<file path="src/rtl/mem_arbiter.sv">
// Purpose : two-port (CPU / I/O) round-robin arbiter and handshake sequencer for the 31-bit word store.
// Latency : 3 cycles request-to-ack, 4 cycles per access; out-of-range (addr[11]=1) acks with err in 1 cycle.
// Backpr. : requesters hold req until ack; ACCESS waits for mem_finish (bounded only with MEM_ARBITER_TIMEOUT_EN).
//
// Ports:
//   clk, resetn                          clock, async active-low reset
//   cpu_req/we/addr/wdata -> cpu_ack/err/rdata   CPU port (level request, 1-cycle ack pulse)
//   io_req/we/addr/wdata  -> io_ack/err/rdata    I/O loader port, same protocol
//   mem_read_enable, mem_write_enable, mem_addr, mem_write_data   registered store controls
//   mem_read_data, mem_finish            store response (finish one cycle after enable is first seen)
//
// Optional feature macro: MEM_ARBITER_TIMEOUT_EN (aborts an ACCESS after TIMEOUT_CYCLES cycles).
module mem_arbiter #(
  parameter int unsigned TIMEOUT_CYCLES = 15
) (
  input  logic        clk,
  input  logic        resetn,
  input  logic        cpu_req,
  input  logic        cpu_we,
  input  logic [11:0] cpu_addr,
  input  logic [30:0] cpu_wdata,
  output logic        cpu_ack,
  output logic        cpu_err,
  output logic [30:0] cpu_rdata,
  input  logic        io_req,
  input  logic        io_we,
  input  logic [11:0] io_addr,
  input  logic [30:0] io_wdata,
  output logic        io_ack,
  output logic        io_err,
  output logic [30:0] io_rdata,
  output logic        mem_read_enable,
  output logic        mem_write_enable,
  output logic [11:0] mem_addr,
  output logic [30:0] mem_write_data,
  input  logic [30:0] mem_read_data,
  input  logic        mem_finish
);

  typedef enum logic [1:0] {S_IDLE, S_ACCESS, S_DONE} state_t;

  state_t      state_q, state_d;
  logic        last_io_q, last_io_d;   // 1: I/O port was served last
  logic        sel_io_q, sel_io_d;     // winner of the access in flight
  logic        we_q, we_d;             // direction of the access in flight
  logic        mem_re_d, mem_we_d;
  logic [11:0] addr_d;
  logic [30:0] wdata_d;
  logic        cpu_ack_d, cpu_err_d, io_ack_d, io_err_d;
  logic [30:0] cpu_rdata_d, io_rdata_d;

  // Winner selection: on a tie, the port not served last gets the grant.
  logic        grant_io;
  logic        w_we;
  logic [11:0] w_addr;
  logic [30:0] w_wdata;

  assign grant_io = io_req && (!cpu_req || !last_io_q);
  assign w_we     = grant_io ? io_we    : cpu_we;
  assign w_addr   = grant_io ? io_addr  : cpu_addr;
  assign w_wdata  = grant_io ? io_wdata : cpu_wdata;

  logic tmo;

`ifdef MEM_ARBITER_TIMEOUT_EN
  localparam int unsigned CW = (TIMEOUT_CYCLES < 16) ? 4 : $clog2(TIMEOUT_CYCLES + 1);
  logic [CW-1:0] tcnt_q, tcnt_d;
  // Fires during the last allowed ACCESS cycle so DONE follows exactly TIMEOUT_CYCLES ACCESS cycles.
  assign tmo = (tcnt_q == CW'(TIMEOUT_CYCLES - 1));

  always_ff @(posedge clk or negedge resetn) begin
    if (!resetn) tcnt_q <= '0;
    else         tcnt_q <= tcnt_d;
  end
`else
  logic [31:0] timeout_unused;
  assign timeout_unused = TIMEOUT_CYCLES;
  assign tmo = 1'b0;
`endif

  always_ff @(posedge clk or negedge resetn) begin
    if (!resetn) begin
      state_q          <= S_IDLE;
      last_io_q        <= 1'b1;
      sel_io_q         <= 1'b0;
      we_q             <= 1'b0;
      mem_read_enable  <= 1'b0;
      mem_write_enable <= 1'b0;
      mem_addr         <= '0;
      mem_write_data   <= '0;
      cpu_ack          <= 1'b0;
      cpu_err          <= 1'b0;
      cpu_rdata        <= '0;
      io_ack           <= 1'b0;
      io_err           <= 1'b0;
      io_rdata         <= '0;
    end else begin
      state_q          <= state_d;
      last_io_q        <= last_io_d;
      sel_io_q         <= sel_io_d;
      we_q             <= we_d;
      mem_read_enable  <= mem_re_d;
      mem_write_enable <= mem_we_d;
      mem_addr         <= addr_d;
      mem_write_data   <= wdata_d;
      cpu_ack          <= cpu_ack_d;
      cpu_err          <= cpu_err_d;
      cpu_rdata        <= cpu_rdata_d;
      io_ack           <= io_ack_d;
      io_err           <= io_err_d;
      io_rdata         <= io_rdata_d;
    end
  end

  always_comb begin
    state_d     = state_q;
    last_io_d   = last_io_q;
    sel_io_d    = sel_io_q;
    we_d        = we_q;
    mem_re_d    = mem_read_enable;
    mem_we_d    = mem_write_enable;
    addr_d      = mem_addr;
    wdata_d     = mem_write_data;
    cpu_ack_d   = 1'b0;
    cpu_err_d   = 1'b0;
    io_ack_d    = 1'b0;
    io_err_d    = 1'b0;
    cpu_rdata_d = cpu_rdata;
    io_rdata_d  = io_rdata;
`ifdef MEM_ARBITER_TIMEOUT_EN
    tcnt_d      = tcnt_q + 1'b1;
`endif

    case (state_q)
      S_IDLE: begin
        if (cpu_req || io_req) begin
          sel_io_d  = grant_io;
          last_io_d = grant_io;
          we_d      = w_we;
          addr_d    = w_addr;
          wdata_d   = w_wdata;
          if (w_addr[11]) begin
            // Upper half of the address space has no storage: answer with an error, store untouched.
            state_d = S_DONE;
            if (grant_io) begin
              io_ack_d = 1'b1;
              io_err_d = 1'b1;
              if (!w_we) io_rdata_d = '0;
            end else begin
              cpu_ack_d = 1'b1;
              cpu_err_d = 1'b1;
              if (!w_we) cpu_rdata_d = '0;
            end
          end else begin
            state_d  = S_ACCESS;
            mem_re_d = !w_we;
            mem_we_d = w_we;
`ifdef MEM_ARBITER_TIMEOUT_EN
            tcnt_d   = '0;
`endif
          end
        end
      end

      S_ACCESS: begin
        if (mem_finish || tmo) begin
          // Dropping the enables here guarantees the store sees at least one idle sample
          // (DONE and IDLE) before the next enable.
          mem_re_d = 1'b0;
          mem_we_d = 1'b0;
          state_d  = S_DONE;
          if (sel_io_q) begin
            io_ack_d = 1'b1;
            io_err_d = !mem_finish;
            if (!we_q) io_rdata_d = mem_finish ? mem_read_data : '0;
          end else begin
            cpu_ack_d = 1'b1;
            cpu_err_d = !mem_finish;
            if (!we_q) cpu_rdata_d = mem_finish ? mem_read_data : '0;
          end
        end
      end

      S_DONE: begin
        state_d = S_IDLE;
      end

      default: begin
        state_d = S_IDLE;
      end
    endcase
  end

endmodule

</file>
<file path="config.mk">
export PLATFORM = sky130hd
export DESIGN_NAME = mem_arbiter
export DESIGN_NICKNAME = d
export VERILOG_FILES = /design/src/rtl/mem_arbiter.sv
export SDC_FILE = /design/constraint.sdc
export NUM_CORES = 1
export LEC_CHECK = 0
export ABC_CLOCK_PERIOD_IN_PS = 1700
export CAP_MARGIN = 30
export CORE_MARGIN = 1.5
export CORE_UTILIZATION = 30
export DETAILED_ROUTE_END_ITERATION = 10
export GPL_TIMING_DRIVEN = 0
export HOLD_SLACK_MARGIN = 0.02
export PLACE_DENSITY = 0.69
export SLEW_MARGIN = 10
export SYNTH_ARGS = -nofsm -noshare
export SYNTH_HDL_FRONTEND = slang
export SYNTH_SLANG_ARGS = --single-unit
</file>
<file path="constraint.sdc">
create_clock -name clk -period 1.7 [get_ports clk]
set_input_delay 0.34 -clock clk [delete_from_list [all_inputs] [get_ports clk]]
set_output_delay 0.34 -clock clk [all_outputs]
set_load 0.03 [all_outputs]
</file>
==> flow_summary.toml, run 1 <==
[timing]
period_share = 0.946
hold_violations = 0
final_max_slew_viol_count = 0
setup_viol = 0
worst_pin_slew_ps = 550
fmax_mhz = 622
slew-limit-headroom = 0.633
skew_ps = 9.62
hold_ws_ps = 318
min_period_ps = 1610

[floorplan]
fp-row-count = 46
dieArea_um2 = 17200
fp.dieH_um = 131
start_util = 0.309
ios = 235
coreArea_um2 = 15900
die_w_um = 131

[power_and_ir_drop]
leakagePower_nw = 3.82
p_per_area_nw_per_um2 = 1990
ir_drop_mv = 0.719

[clocking]
clock_sinks = 116
clk_pin_slew_ps = 50
h-tree-depth = 4
cts_buffer_depth = 2
insertion_delay_ps = 410
cts_root_buf = "clkbuf_16"
cts_tree = "done"
cts_made_buffers = 17

[grt]
grt_use_total = 0.179
antenna_found_initial = 2
overflow = 0
grt_pass1_vias = 4428
grt_pass1_wl_mm = 23.1
grt_max_degree = 61

[worst_setup_path]
worstSetupStartpointType = "input port"
r2r_start = "state_q[1]"
crit_required_ps = 2030
cp_slowest_cell = "clkdlybuf4s50_1"
worstPathMaxFanout = 10
r2r_cells = 5
rrSetupSlack_ps = 90
cp_cell_sequence = "clkdlybuf4s50_1 > clkbuf_1 > clkbuf_2 > nand3_1 > a21oi_1"
reg2reg_to = "cpu_rdata[4]"
slowest_delay_ps = 600
worst-path-buf-inv = 3
critical-path-top-delay-family = "buffers and inverters"
worst_ep_arrival_time_ps = 1940
critPathKind = "input port to register"
crit_path_end_kind = "register"

[yosys]
yosysUniqueCellTypes = 36
synth.avg_cell_area_um2 = 12.5
yosys.cell_count.top_type = "dfrtp_1"
syn-instance-count = 393
synth-edff-count = 0
synth.area.top_cells = "dfrtp_1 58%, mux2i_1 9.2%, a32o_1 7.3%"
synth_nets = 517
ys_async_sr_fraction = 1.00
synth_top_cells_by_count = "115 x dfrtp_1, 46 x o21ai_0, 45 x mux2i_1, 45 x nand2_1, 36 x a32o_1"
synthFlopType = "dfrtp_1"
yosysWarnings = 0
ys_ff_latch = 116
yosysTopAreaCell = "dfrtp_1"
ys_seq_area_frac = 0.590
synth_area_um2 = 4920
synth_top_area_share = 0.585

[min_path]
min_from = "io_req"
min_path_cells = 3
min_to = "last_io_q"
hp-class = "input port to register"

[layout]
fin_area_um2 = 8050
utilization = 0.505
nets = 776
drive_gt1_frac = 0.121
syn_to_final_growth_pct = 63.5
final_cells = 880

[placed_design]
port_buffers = 234
dpl.hpwl_mm = 11.2
gp_congestion = 0.782
dp_cells = 844
place_area_um2 = 7560

[detailed_routing]
vias = 4230
drt_iter0_markers = 150
first_pass_iters = 4
drc = 0
routedWlPerCell_um = 17.1
wirelength_mm = 15.0
viasPerCell = 4.81
ant_nets = 0

[run_status]
status = "complete, no violations"

[job]
max-cap-violations = 0
## area by class of cell
cell class,count,area (µm²)
fill,1463,7900
buffer,32,205
sequential,116,2910
tap,216,270
clock buffer,20,447
timing repair buffer,240,2280
multi-input combinational,245,1850
clock inverter,10,86.3
antenna,1,2.50
## cells in the final DEF (no fill, tap or decap), drive strengths merged, types with 2 or more instances in the layout
cell	Yosys	layout
clkdlybuf4s50	0	120
o2bb2ai	26	26
o21ai	48	48
clkbuf	15	35
buf	17	23
and3b	2	2
mux2i	45	45
nor2	2	2
a32o	36	36
clkinvlp	0	3
nand2	46	46
and3	2	2
a21oi	3	3
clkinv	0	6
o21a	2	2
nand3	3	3
dlygate4sd2	0	111
dlymetal6s2s	0	2
nand2b	17	17
dfrtp	115	115
## sequential cells by signal (all words and copies together), names as in the netlist
signal	count
cpu_rdata	31
io_rdata	31
mem_write_data	31
mem_addr	12
state_q	2
cpu_ack	1
cpu_err	1
io_ack	1
io_err	1
last_io_q	1
mem_read_enable	1
mem_write_enable	1
sel_io_q	1
we_q	1
## layer usage
layer,track usage,vias to the layer above,wire length (µm)
met1,0.202,2062,5950
met4,0.0672,2,279
met2,0.316,162,7730
li1,-,1982,-
met5,0,-,13
met3,0.0564,22,1060
## report_power, final
part / switching [mW] / internal (mW) / total (mW)
Sequential: 0.792 / 4.13 / 4.93
Clock: 1.20 / 2.01 / 3.21
Combinational: 5.00 / 2.89 / 7.89
Total: 6.99 / 9.03 / 16.0
## through the flow
stage                     power, mW  worst slack (ps)  TNS (ps)
after detailed placement       13.7              -701    -53260
after floorplan                9.85               275         0
after global routing           17.0            -0.614    -0.614
after global placement         13.6             -4080   -520190
after CTS                      16.1              16.0         0
final                          16.0              92.5         0
## repair_timing
item,CTS,global route
buffers inserted,1,3
endpoints found under the setup margin,176,90
pin swaps,0,4
gates resized for setup,117,18
endpoints found under the hold margin,55,0
hold buffers,1,0
## tightest hold or removal path, delay by kind of cell
kind,cells,cell delay (ps)
buffers and inverters,1,180
AOI/OAI and AO/OA,2,190
## worst max-delay path by stage
stage	end	from	depth (start not counted)	slack, ps
3_3_place_gp	mem_write_data[17]	resetn	1	-4080
5_1_grt	cpu_rdata[6]	we_q	6	-0.6
4_1_cts	io_rdata[19]	cpu_req	6	20
2_1_floorplan	cpu_rdata[20]	last_io_q	5	280
3_5_place_dp	mem_write_data[4]	cpu_req	4	-700
6_report	io_ack	mem_finish	5	90
## cells by family after synthesis
| logic type | share of synthesized area |
|---|---|
| flip-flops | 0.590 |
| AO/OA/AOI/OAI | 0.198 |
| multiplexers | 0.0915 |
| AND/OR/NAND/NOR | 0.0829 |
| buffers and inverters | 0.0374 |
Note: power is estimated with default switching activity, not from simulation.
==> inputs of run 2 (changes only) <==
==> constraint.sdc (replaced) <==
create_clock -name clk -period 1.7 [get_ports clk]
set_input_delay 0.17 -clock clk [delete_from_list [all_inputs] [get_ports clk]]
set_output_delay 0.17 -clock clk [all_outputs]
set_load 0.03 [all_outputs]
==> run 2 against run 1 <==
Effect of this change:
- sequential share of layout area fell by 0.47 points
- critical path type is now register to primary output
- worst setup slack worse by 38 ps
- via count down 0.26%
- final cell count shrank 0.34%
- clock power is essentially flat
==> flow_summary.toml, run 2 (synthesis results as in run 1) <==
[placed_design]
dpl.hpwl_mm = 11.2
dp_cells = 844
port_buffers = 234
post-place-ws_ps = -531
gp_congestion = 0.782

[floorplan]
coreArea_um2 = 15900
start_util = 0.309
fp-row-count = 46
ios = 235
dieArea_um2 = 17200
fp.dieH_um = 131
die_w_um = 131

[detailed_routing]
routedWlPerCell_um = 17.1
first_pass_iters = 4
drc = 0
viasPerCell = 4.81
vias = 4219
ant_nets = 0
wirelength_mm = 15.0
drt_iter0_markers = 140

[worst_setup_path]
cp_slowest_cell = "clkdlybuf4s50_1"
cp_cell_sequence = "clkdlybuf4s50_1"
r2r_start = "we_q"
rrSetupSlack_ps = 90
cp-startpoint = "cpu_rdata[29]"
worst_ep_arrival_time_ps = 1480
worstPathMaxFanout = 2
worst-path-buf-inv = 1
slowest_delay_ps = 690
crit_required_ps = 1530
worstSetupStartpointType = "register"
critical-path-top-delay-family = "buffers and inverters"
crit_path_end_kind = "primary output"
r2r_cells = 6
reg2reg_to = "cpu_rdata[4]"
critPathKind = "register to primary output"

[clocking]
clock_sinks = 116
clk_pin_slew_ps = 50
cts_buffer_depth = 2
h-tree-depth = 4
cts_tree = "done"
insertion_delay_ps = 410
cts_made_buffers = 17
cts_root_buf = "clkbuf_16"

[grt]
overflow = 0
antenna_found_initial = 1
grt_pass1_wl_mm = 23.0
grt_use_total = 0.178
grt_pass1_vias = 4416
grt_max_degree = 61

[job]
max-cap-violations = 0

[timing]
worst_pin_slew_ps = 551
hold_violations = 0
period_share = 0.968
min_period_ps = 1650
layout_setup_ws_ps = 54.1
rsz0062_at_grt = "yes"
slew-limit-headroom = 0.633
fmax_mhz = 608
setup_viol = 0
skew_ps = 9.68
final_max_slew_viol_count = 0
hold_ws_ps = 299

[layout]
final_cells = 877
final_cell_mix = "233 x clkdlybuf4s50_1, 114 x dfrtp_1, 46 x o21ai_0, 45 x mux2i_1, 45 x nand2_1"
fillerInstances = 1419
largestRegisters = "cpu_rdata x31, io_rdata x31, mem_write_data x31"
antenna_cells_inserted = 0
syn_to_final_growth_pct = 65.7
drive_gt1_frac = 0.110
nets = 774
layout_commonest_cell = "clkdlybuf4s50_1"

[power_and_ir_drop]
ir_drop_mv = 0.807
leakagePower_nw = 3.41
p_per_area_nw_per_um2 = 2080
finalPower_mw = 17.0

[min_path]
hp-class = "input port to asynchronous set/reset pin"

[run_status]
status = "complete, no violations"
==> run 2: changes by cell type in the layout (fill, tap and decap cells not counted) <==
cell,delta
buf_8,-1
dlygate4sd2_1,-111
clkbuf_1,+5
clkdlybuf4s50_1,+113
buf_4,-2
clkbuf_2,-5
diode_2,-1
dlymetal6s2s_1,-2
buf_6,+1
==> run 2: metrics by stage <==
stage          setup TNS [ps]  cell area, µm²   util
6_report                    0            8150  0.511
5_1_grt                  -197            8150  0.511
4_1_cts                     0            8110  0.509
3_5_place_dp           -33720            7560  0.474
3_3_place_gp          -481000            7530  0.473
2_1_floorplan               0            4920      -
==> run 2: how the worst max path moves through the flow <==
stage,end,depth (start not counted),slack [ps]
2_1_floorplan,cpu_rdata[20],5,280
3_3_place_gp,mem_write_data[17],1,-3910
3_5_place_dp,mem_write_data[4],4,-530
4_1_cts,cpu_rdata[12],6,10
5_1_grt,cpu_rdata[6],6,-30
6_report,cpu_rdata[29],1,50
==> run 2: layer usage <==
metal	vias to the layer above	track usage	routed length, µm
met4	2	0.0646	213
li1	1974	-	-
met3	18	0.0564	1040
met2	160	0.314	7740
met1	2065	0.201	5980
met5	-	0	15
==> run 2: power by group <==
group          internal, mW  leakage, nW  total [mW]  switching (mW)
combinational          3.76         1.65        8.76            5.00
sequential             4.14         1.50        4.98           0.843
clock                  2.01        0.257        3.22            1.21
==> run 2: area by class of cell <==
| class | instances | area, µm² | share of cell area |
|---|---|---|---|
| sequential | 116 | 2910 | 0.356 |
| clock buffer | 20 | 447 | 0.0548 |
| clock inverter | 10 | 86.3 | 0.0106 |
| multi-input combinational | 245 | 1850 | 0.227 |
| timing repair buffer | 238 | 2400 | 0.294 |
| buffer | 32 | 195 | 0.0239 |
| tap | 216 | 270 | 0.0331 |
==> run 2: timing repair <==
| action | in CTS | in global routing |
|---|---|---|
| gates cloned | 0 | 0 |
| resized for setup | 2 | 12 |
| endpoints found under the setup margin | 47 | 94 |
| hold buffers | 1 | 0 |
| buffers inserted | 0 | 2 |
| endpoints found under the hold margin | 55 | 0 |
| pin swaps | 0 | 3 |
==> inputs of run 3 (changes only) <==
CTS_CLUSTER_DIAMETER = 30   (was not set)
CTS_CLUSTER_SIZE = 20   (was not set)
RECOVER_POWER = 25   (was not set)
==> run 3 against run 2 <==
Effect of this change:
- worst setup slack worse by 1.7 ps
- count of clock-buffer cells in the layout stayed put
- largest cell class unchanged
- critical path depth did not move
- via count hardly changed
- design area barely moved
- clock skew about the same
- non-clock buffer count stayed put
- first-iteration DRC count is the same
- register-to-register slack hardly changed
- maximum frequency is 0.10% lower
- total power about the same
- flip-flop and latch count did not move
==> flow_summary.toml, run 3 (synthesis results as in run 1) <==
[worst_setup_path]
crit_required_ps = 1530
critPathKind = "register to primary output"
worst-path-buf-inv = 1
critical-path-top-delay-family = "buffers and inverters"
crit_path_end_kind = "primary output"
worstPathMaxFanout = 2
slowest_delay_ps = 690
worst_ep_arrival_time_ps = 1480
cp_slowest_cell = "clkdlybuf4s50_1"
cp_cell_sequence = "clkdlybuf4s50_1"
worstSetupStartpointType = "register"

[power_and_ir_drop]
ir_drop_mv = 0.807
leakagePower_nw = 3.41
p_per_area_nw_per_um2 = 2080
finalPower_mw = 17.0

[placed_design]
gp_congestion = 0.782
post-place-ws_ps = -531
dpl.hpwl_mm = 11.2
port_buffers = 234

[grt]
grt_max_degree = 61
grt_use_total = 0.178
grt_pass1_vias = 4416
overflow = 0
grt_pass1_wl_mm = 23.0
antenna_found_initial = 1

[floorplan]
fp.dieH_um = 131
dieArea_um2 = 17200
ios = 235
coreArea_um2 = 15900
die_w_um = 131
start_util = 0.309
fp-row-count = 46

[job]
max-cap-violations = 0

[min_path]
hp-class = "input port to register"

[clocking]
h-tree-depth = 4
cts_buffer_depth = 2
clk_pin_slew_ps = 50
cts_root_buf = "clkbuf_16"
clock_sinks = 116
cts_tree = "done"
insertion_delay_ps = 410
cts_made_buffers = 17

[timing]
worst_pin_slew_ps = 820
min_period_ps = 1650
hold_ws_ps = 352
slew-limit-headroom = 0.454
rsz0062_at_grt = "yes"
setup_viol = 0
layout_setup_ws_ps = 52.4
period_share = 0.969
skew_ps = 9.42
fmax_mhz = 607
hold_violations = 0
final_max_slew_viol_count = 0

[layout]
drive_gt1_frac = 0.110
layout_commonest_cell = "clkdlybuf4s50_1"
antenna_cells_inserted = 0
syn_to_final_growth_pct = 65.6
largestRegisters = "cpu_rdata x31, io_rdata x31, mem_write_data x31"
final-seq-area_um2 = 2910
fillerInstances = 1421
nets = 774
utilization = 0.511
final_cell_mix = "233 x clkdlybuf4s50_1, 114 x dfrtp_1, 46 x o21ai_0, 45 x mux2i_1, 45 x nand2_1"
multiInputGateArea_um2 = 1850

[detailed_routing]
routedWlPerCell_um = 17.1
vias = 4217
drc = 0
ant_nets = 0
drt_iter0_markers = 140
viasPerCell = 4.81
wirelength_mm = 15.0
first_pass_iters = 4

[run_status]
status = "complete, no violations"
==> run 3: final timing paths <==
check	from	endpoint	depth (start not counted)	slack [ps]
setup / recovery	cpu_rdata[29]	cpu_rdata[29]	1	50
hold / removal	mem_read_data[20]	io_rdata[20]	3	350
setup reg to reg	we_q	cpu_rdata[4]	6	90
hold reg to reg	mem_write_data[18]	mem_write_data[18]	2	480
max in group asynchronous	resetn	mem_addr[5]	3	510
min in group asynchronous	resetn	cpu_rdata[4]	2	420
==> run 3: timing repair <==
item / CTS / global route
pin swaps: 0 / 3
buffers inserted: 0 / 2
gates resized for setup: 2 / 12
setup endpoints to repair: 47 / 94
hold buffers: 1 / 0
hold endpoints to repair: 55 / 0
==> run 3: power breakdown <==
group          internal (mW)  switching, mW  total (mW)
clock                   2.01           1.21        3.22
sequential              4.14          0.843        4.98
combinational           3.76           5.00        8.76
==> run 3: area by class of cell <==
class,count,share of cell area
plain buffers,32,0.0239
clock buffers,20,0.0548
clock inverters,10,0.0106
multi-input cells,245,0.228
flip-flops and latches,116,0.356
well taps,216,0.0332
repair buffers,238,0.294
==> run 3: metrics by stage <==
step           std cells  cell area (µm²)  setup TNS (ps)
2_1_floorplan        393             4920               0
3_3_place_gp         843             7530         -481000
3_5_place_dp         844             7560          -33720
4_1_cts              875             8110               0
5_1_grt              877             8150            -197
6_report             877             8150               0
==> run 3: per-layer routing <==
| metal | routed length, µm | track usage |
|---|---|---|
| met1 | 5980 | 0.201 |
| met2 | 7740 | 0.314 |
| met3 | 1060 | 0.0564 |
| met4 | 211 | 0.0646 |
| met5 | 15 | 0 |
